==> src/rtl/eprisc_rom_arbiter.sv <==
// rtl/eprisc_rom_arbiter.sv - two-port ROM read arbiter with a fixed 2-cycle grant-to-valid pipeline
// Define EPRISC_ROM_ARB_RR_EN for round-robin arbitration; fixed priority to port 0 otherwise.
module eprisc_rom_arbiter #(
  parameter int ADDR_W = 8,
  parameter int DATA_W = 32
) (
  input  logic              iClk,
  input  logic              iRst,
  input  logic              iReq0,
  input  logic              iReq1,
  input  logic [ADDR_W-1:0] iAddr0,
  input  logic [ADDR_W-1:0] iAddr1,
  output logic              oGnt0,
  output logic              oGnt1,
  output logic              oValid0,
  output logic              oValid1,
  output logic [DATA_W-1:0] oData0,
  output logic [DATA_W-1:0] oData1,
  output logic [ADDR_W-1:0] oRomAddr,
  output logic              oRomEnable,
  input  logic [DATA_W-1:0] iRomData
);

  logic [ADDR_W-1:0] last_addr_q, last_addr_d;
  logic              fl_vld_q, fl_vld_d;
  logic              fl_port_q, fl_port_d;
  logic              rsp_vld_q, rsp_vld_d;
  logic              rsp_port_q, rsp_port_d;
  logic [DATA_W-1:0] data0_q, data0_d;
  logic [DATA_W-1:0] data1_q, data1_d;
  logic              prefer0;
  logic              gnt0, gnt1;

`ifdef EPRISC_ROM_ARB_RR_EN
  logic ptr_q, ptr_d;

  assign prefer0 = (ptr_q == 1'b0);

  always_comb begin
    ptr_d = ptr_q;
    if (gnt0)      ptr_d = 1'b1;
    else if (gnt1) ptr_d = 1'b0;
  end

  always_ff @(posedge iClk) begin
    if (iRst) ptr_q <= 1'b0;
    else      ptr_q <= ptr_d;
  end
`else
  assign prefer0 = 1'b1;
`endif

  always_comb begin
    gnt0 = !iRst && iReq0 && (!iReq1 || prefer0);
    gnt1 = !iRst && iReq1 && !gnt0;
  end

  always_comb begin
    last_addr_d = last_addr_q;
    fl_vld_d    = gnt0 || gnt1;
    fl_port_d   = gnt1;
    rsp_vld_d   = fl_vld_q;
    rsp_port_d  = fl_port_q;
    data0_d     = data0_q;
    data1_d     = data1_q;
    if (gnt0)      last_addr_d = iAddr0;
    else if (gnt1) last_addr_d = iAddr1;
    // ROM data is valid only in the cycle after the address cycle.
    if (fl_vld_q) begin
      if (fl_port_q) data1_d = iRomData;
      else           data0_d = iRomData;
    end
  end

  always_ff @(posedge iClk) begin
    if (iRst) begin
      last_addr_q <= '0;
      fl_vld_q    <= 1'b0;
      fl_port_q   <= 1'b0;
      rsp_vld_q   <= 1'b0;
      rsp_port_q  <= 1'b0;
      data0_q     <= '0;
      data1_q     <= '0;
    end else begin
      last_addr_q <= last_addr_d;
      fl_vld_q    <= fl_vld_d;
      fl_port_q   <= fl_port_d;
      rsp_vld_q   <= rsp_vld_d;
      rsp_port_q  <= rsp_port_d;
      data0_q     <= data0_d;
      data1_q     <= data1_d;
    end
  end

  // Outputs are masked while reset is high so in-flight state never leaks out.
  always_comb begin
    oGnt0      = gnt0;
    oGnt1      = gnt1;
    oRomAddr   = iRst ? '0 : last_addr_d;
    oRomEnable = fl_vld_q && !iRst;
    oValid0    = rsp_vld_q && !rsp_port_q && !iRst;
    oValid1    = rsp_vld_q && rsp_port_q && !iRst;
    oData0     = iRst ? '0 : data0_q;
    oData1     = iRst ? '0 : data1_q;
  end

endmodule

==> config.mk <==
export PLATFORM = sky130hd
export DESIGN_NAME = eprisc_rom_arbiter
export DESIGN_NICKNAME = d
export VERILOG_FILES = /design/src/rtl/eprisc_rom_arbiter.sv
export SDC_FILE = /design/constraint.sdc
export NUM_CORES = 1
export LEC_CHECK = 0
export CORE_ASPECT_RATIO = 1.5
export CORE_MARGIN = 2
export CORE_UTILIZATION = 60
export DETAILED_ROUTE_END_ITERATION = 10
export DONT_BUFFER_PORTS = 1
export PLACE_DENSITY = 0.87
export REMOVE_ABC_BUFFERS = 1
export SYNTH_ARGS = -nofsm -noshare
export SYNTH_HDL_FRONTEND = slang
export SYNTH_SLANG_ARGS = --single-unit
==> constraint.sdc <==
create_clock -name iClk -period 1.9 [get_ports iClk]
set_clock_uncertainty 0.15 [all_clocks]
set_input_delay 0 -clock iClk [delete_from_list [all_inputs] [get_ports iClk]]
set_output_delay 0 -clock iClk [all_outputs]
set_load 0.01 [all_outputs]
==> flow_summary_export.csv, run 1 <==
group,metric,value,unit
run_status,outcome,"completed",
setup_path,crit_type,"reg -> reg",
finish,multi_input_area,1530,µm²
clock_network,numCtsBuffers,9,
floorplanning,start_util,62.8,%
finish,fillers,282,
place,hpwl,4360,µm
synthesis,synth_top_family_by_area,"simple AND/OR/NAND/NOR gates",
floorplanning,dieHeight,94.1,µm
clock_network,postCtsSetupBuffers,0,
timing,drv_slew,0,
synthesis,synth.distinct_cells,18,
finish,fin_nets,533,
place,gp_congestion,0.733,
clock_network,clock_path_buffers,2,
drt,via_per_inst,5.44,
job,drv_cap,0,
synthesis,synthesis.area,3250,µm²
synthesis,synth_compound_gate_area_share,10.4,%
drt,wirelength,9700,µm
timing,max_slew_margin,58.1,%
global_route,grt_max_degree,87,
global_route,antenna_found_initial,0,
place,portBuffers,0,
pwr,peakVddDrop,0.000615,V
setup_path,startpoint,"fl_port_q",
floorplanning,die_w,64.1,µm
global_route,grt_pass1_wl,14900,µm
clock_network,cts_max_level,3,
pwr,finalPower,3.47,mW
timing,tightest_slew,0.626,ns
clock_network,clkTransAtPathRegs,0.08,ns
timing,setup_viol,0,
setup_path,critPathMaxFanout,18,
synthesis,synth_area_per_cell,8.07,µm²
timing,period_minus_slack,1.86,ns
drt,dr_wl_met2,5370,µm
setup_path,r2r-start,"fl_port_q",
clock_network,cts_tree,"built",
drt,dr_wl_met3,668,µm
finish,final_cell_mix,"nand2_1, dlygate4sd3_1, dfxtp_1",
timing,fmax,538,MHz
drt,num_vias,3015,
setup_path,reg2reg_depth,5,
drt,antenna_left,0,
synthesis,synthesis.instances,402,
global_route,grt-ovfl-total,0,
timing,min_period_over_period,97.9,%
synthesis,yosys_warnings,0,
drt,met1_length,3520,µm
timing,rsz0062_at_grt,"yes",
timing,report.final.hold_viol_count,0,
clock_network,clock-sinks,76,
timing,fin_setup_tns,0,ns
drt,routedWlPerCell,17.5,µm
finish,mostFrequentLayoutCell,"nand2_1",
synthesis,synth-xor-area-share,0,%
synthesis,synth-seq-cells,76,
pwr,leakagePower,1.80,nW
setup_path,worst_ep_arrival_time,2.00,ns
global_route,grt_pass1_vias,3196,
floorplanning,core-area,5160,µm²
setup_path,endpoint_kind,"register",
drt,drt_iter0_drc,225,
global_route,grtUsageTotal,32.5,%
floorplanning,num_rows,32,
setup_path,worstReg2RegEnd,"data1_q[19]",
worst_hold_path,min_from,"iReq1",
finish,syn_to_final_growth,34.2,%
worst_hold_path,min_to,"oGnt1",
floorplanning,dieArea,6030,µm²
drt,route.detailed.drc,0,
drt,drt_first_pass_iters,5,
pwr,p_per_area,795,nW/µm²
clock_network,clk_latency,0.34,ns
drt,top_layer,"met4",
setup_path,r2r_slack,0.04,ns
setup_path,required,2.04,ns
floorplanning,ios,129,
worst_hold_path,min_path_cells,1,
synthesis,muxShareOfSynthArea,5.24,%
synthesis,synth-seq-area-share,46.9,%
synthesis,synthSimpleGateAreaFrac,30.9,%
synthesis,synthAdderAreaFrac,0,%
finish,diodes,0,
worst_hold_path,hold_path_class,"in -> out",
finish,drive_gt1_share,8.44,%
finish,seq_area,1520,µm²
clock_network,clock-root-buffer,"clkbuf_8",
setup_path,start_kind,"register",
[worst max path at each step]
stage | cells past startpoint | end
2_1_floorplan | 3 | data0_q[0]
3_3_place_gp | 3 | data0_q[30]
3_5_place_dp | 3 | data0_q[27]
4_1_cts | 4 | data0_q[11]
5_1_grt | 5 | data0_q[24]
6_report | 5 | data1_q[19]
[through the flow]
| stage | hold WS (ns) | instances | setup WS (ns) | cell area, µm² | util (%) |
|---|---|---|---|---|---|
| floorplan | -0.104 | 370 | 0.000478 | 3030 | - |
| global route | 0.00764 | 554 | -0.0225 | 4360 | 84.4 |
| detailed placement | -0.0939 | 444 | 0.636 | 3170 | 61.3 |
| finish | 0.00535 | 554 | 0.0403 | 4360 | 84.4 |
| global placement | -0.0957 | 444 | 0.697 | 3170 | 61.3 |
| CTS | 0.00114 | 553 | 0.0791 | 4340 | 84.0 |
[critical path: stages, from the launching register on]
cell and delay [ns]:
dfxtp_2 0.40, and2_1 0.19, buf_6 0.20, nand2_1 0.08, a21oi_1 0.18, dlygate4sd3_1 0.59
[report_power, final]
part	total (mW)	internal, mW	switching (mW)
Sequential	1.69	1.66	0.0347
Clock	1.37	0.773	0.598
Combinational	0.400	0.202	0.197
[repair_timing]
action,CTS,global route
hold buffers,93,0
hold endpoints to repair,152,0
setup endpoints to repair,0,37
gates resized for setup,0,4
[layout make-up]
class	count	area share [%]
tap	68	1.95
multi-input combinational	295	35.0
timing repair buffer	99	22.9
sequential	76	35.0
clock buffer	10	3.16
clock inverter	6	2.01
[kinds of logic after synthesis]
group	count (synthesis)
simple gates	214
mux	16
flops	76
buf+inv	32
compound gates	64
[synth_stat cells, drive strengths merged]
cell / count / area [µm²]
dfxtp: 76 / 1520
buf: 24 / 179
a21oi: 64 / 339
nor3b: 3 / 22.5
nand2: 129 / 484
nor2: 10 / 37.5
nor2b: 69 / 432
mux2: 8 / 90.1
or2b: 1 / 11.3
clkbuf: 8 / 33.8
and3b: 1 / 8.76
mux2i: 8 / 80.1
and2: 1 / 6.26
[registers in the layout, summed over array words and instances (netlist names)]
name         count
data0_q         32
data1_q         32
fl_port_q        1
fl_vld_q         1
last_addr_q      8
rsp_port_q       1
rsp_vld_q        1
[metal layers]
metal,vias up,GRT usage (%)
met5,-,0
met4,0,14.1
met3,14,8.87
met2,138,61.0
met1,1427,32.6
li1,1436,-
(Power assumes the default switching activity.)
==> run 2: changes to the inputs <==
- CTS_BUF_LIST: default -> sky130_fd_sc_hd__clkbuf_2
==> run 2 against run 1 <==
Compared with the run above: the run now fails in 4_1_cts; synthesized area unchanged; synthesized cell count unchanged.
==> flow_summary_export.csv, run 2 <==
group,metric,value,unit
clock_network,postCtsSetupBuffers,0,
synthesis,synth.distinct_cells,18,
synthesis,synth_area_leaders,"dfxtp_1, nand2_1, nor2b_1",
run_status,failing_step,"4_1_cts",
floorplanning,die_w,64.1,µm
place,gp_congestion,0.733,
place,hpwl,4360,µm
synthesis,synth_largest_area_cell,"dfxtp_1",
floorplanning,ios,129,
clock_network,post_cts_resized,0,
clock_network,cts_max_level,3,
clock_network,hold_buffers,101,
floorplanning,start_util,62.8,%
floorplanning,dieHeight,94.1,µm
clock_network,clock_path_buffers,2,
synthesis,async_reset_ff_share,0,%
synthesis,synthesis.area,3250,µm²
synthesis,synth-seq-area-share,46.9,%
synthesis,yosysMostFrequentCell,"nand2_1",
place,portBuffers,0,
synthesis,synth_ff_type,"dfxtp_1",
synthesis,synthesis.instances,402,
clock_network,clock-sinks,76,
run_status,outcome,"aborted with a tool error",
synthesis,yosys_warnings,0,
place,dp.cells,444,
floorplanning,num_rows,32,
synthesis,synth_common_cells,"nand2_1, dfxtp_1, nor2b_1",
place,post-place-ws,0.636,ns
run_status,error,"[ERROR RSZ-0060] Max buffer count reached.",
clock_network,clock-root-buffer,"clkbuf_2",
synthesis,synth-seq-cells,76,
synthesis,synth_edf_count,0,
synthesis,yosysTopAreaCellShare,46.9,%
clock_network,numCtsBuffers,9,
synthesis,synth_area_per_cell,8.07,µm²
-- run 2: cell counts after synthesis --
Identical to the previous run, type by type.
-- run 2: cells by family after synthesis --
group | after synthesis | synth area share (%)
buffers and inverters | 32 | 6.55
AND/OR/NAND/NOR | 214 | 30.9
flip-flops | 76 | 46.9
AO/OA/AOI/OAI | 64 | 10.4
multiplexers | 16 | 5.24
-- run 2: per-stage QoR --
stage	hold slack [ns]	cell area, µm²	util, %
after floorplan	-0.104	3030	-
after global placement	-0.0957	3170	61.3
after detailed placement	-0.0939	3170	61.3
==> run 3: changes to the inputs <==
- CORE_ASPECT_RATIO: 1.5 -> default
- CORE_UTILIZATION: 60 -> 40
- CTS_BUF_LIST: sky130_fd_sc_hd__clkbuf_2 -> default
- PLACE_DENSITY: 0.87 -> default
- PLACE_DENSITY_LB_ADDON: default -> 0.15
==> run 3 against run 2 <==
Compared with the run above: the run now ends clean.
==> flow_summary_export.csv, run 3 (synthesis gave the netlist of run 1 again) <==
group,metric,value,unit
timing,worst_slack,0.124,ns
global_route,grt_max_degree,87,
timing,drv_slew,0,
drt,route.detailed.drc,0,
finish,largest_registers,"data0_q (32), data1_q (32), last_addr_q (8)",
job,drv_cap,0,
floorplanning,num_rows,32,
drt,drt_first_pass_iters,4,
timing,report.final.hold_viol_count,0,
clock_network,cts_max_level,3,
clock_network,postCtsSetupBuffers,0,
drt,drt_iter0_drc,93,
timing,max_slew_margin,60.3,%
setup_path,crit_type,"reg -> reg",
global_route,grtUsageTotal,18.9,%
run_status,outcome,"completed",
setup_path,worst_path_max_delay_cell,"dlygate4sd3_1",
floorplanning,ios,129,
global_route,grt_pass1_wl,13100,µm
finish,fin_nets,523,
place,dp.cells,478,
timing,min_period_over_period,93.5,%
finish,diodes,0,
worst_hold_path,hold_path_class,"in -> out",
timing,setup_viol,0,
setup_path,cp_cell_sequence,"and2_1 > buf_6 > nand2_1 > a21oi_1 > dlygate4sd3_1",
clock_network,clkTransAtPathRegs,0.08,ns
setup_path,reg2reg_depth,5,
place,gp_congestion,0.688,
drt,antenna_left,0,
setup_path,endpoint_kind,"register",
timing,period_minus_slack,1.78,ns
finish,final_cell_mix,"nand2_1, dlygate4sd3_1, dfxtp_1",
place,post-place-ws,0.620,ns
floorplanning,core-area,7810,µm²
place,hpwl,4440,µm
clock_network,numCtsBuffers,9,
setup_path,required,2.04,ns
setup_path,start_kind,"register",
worst_hold_path,min_path_cells,1,
timing,tightest_slew,0.593,ns
finish,mostFrequentLayoutCell,"nand2_1",
drt,via_per_inst,4.86,
finish,instances_no_fill,578,
pwr,leakagePower,1.77,nW
drt,routedWlPerCell,14.5,µm
drt,num_vias,2808,
global_route,grt_pass1_vias,2810,
setup_path,worst_ep_arrival_time,1.92,ns
finish,fillers,732,
floorplanning,start_util,41.6,%
clock_network,clock_path_buffers,2,
finish,drive_gt1_share,8.19,%
setup_path,critPathMaxFanout,20,
finish,syn_to_final_growth,33.9,%
timing,fin_setup_tns,0,ns
setup_path,critPathMaxStageDelay,0.58,ns
clock_network,clk_latency,0.34,ns
pwr,p_per_area,850,nW/µm²
floorplanning,die_w,94.1,µm
clock_network,cts_tree,"built",
global_route,antenna_found_initial,0,
global_route,grt-ovfl-total,0,
clock_network,clock-sinks,76,
drt,wirelength,8400,µm
floorplanning,dieArea,8850,µm²
place,portBuffers,0,
timing,fmax,563,MHz
pwr,peakVddDrop,0.000514,V
timing,rsz0062_at_grt,"no",
clock_network,clock-root-buffer,"clkbuf_8",
timing,hold_slack,0.00766,ns
floorplanning,dieHeight,94.1,µm
==> run 3: where the power goes <==
part	leakage (nW)	internal, mW	total (mW)	switching, mW
sequential	0.621	1.66	1.69	0.0290
combinational	1.02	0.193	0.374	0.181
clock	0.131	1.04	1.63	0.588
total	1.77	2.90	3.69	0.798
==> run 3: final timing paths <==
path	start	end	slack, ns
worst max-delay path	fl_port_q	data1_q[13]	0.12
worst min-delay path	iReq1	oGnt1	0.008
worst max register to register	fl_port_q	data1_q[13]	0.12
worst min register to register	data0_q[16]	data0_q[16]	0.31
==> run 3: critical path: cells and delay by family (launching register included) <==
| family | cells | cell delay [ns] |
|---|---|---|
| AOI/OAI and AO/OA | 1 | 0.14 |
| buffers and inverters | 2 | 0.79 |
| and+or+nand+nor | 2 | 0.25 |
| DFF | 1 | 0.39 |
==> run 3: timing repair <==
| item | 4_1_cts | 5_1_grt |
|---|---|---|
| resized for setup | 0 | 6 |
| setup endpoints to repair | 0 | 42 |
| endpoints found under the hold margin | 152 | 0 |
| hold buffers | 83 | 0 |
==> run 3: per-stage QoR <==
step | instance area (µm²) | utilization, % | total power, mW
2_1_floorplan | 3030 | - | 1.89
3_3_place_gp | 3210 | 41.1 | 1.94
3_5_place_dp | 3210 | 41.1 | 1.95
4_1_cts | 4320 | 55.4 | 3.71
5_1_grt | 4350 | 55.7 | 3.82
6_report | 4350 | 55.7 | 3.69
==> run 3: final cells by class <==
cell class	count	area [µm²]	area share, %
Clock inverter	4	120	2.76
Sequential cell	76	1520	35.1
Tap cell	102	128	2.94
Multi-Input combinational cell	295	1530	35.1
Clock buffer	12	145	3.34
Timing Repair Buffer	89	905	20.8
==> run 3: layer usage <==
| metal | track usage [%] | up-vias | wire (µm) |
|---|---|---|---|
| met5 | 0 | - | 0 |
| met4 | 8.09 | 0 | 133 |
| met3 | 4.65 | 11 | 606 |
| met2 | 31.5 | 101 | 4010 |
| met1 | 23.0 | 1287 | 3650 |
| li1 | - | 1409 | - |
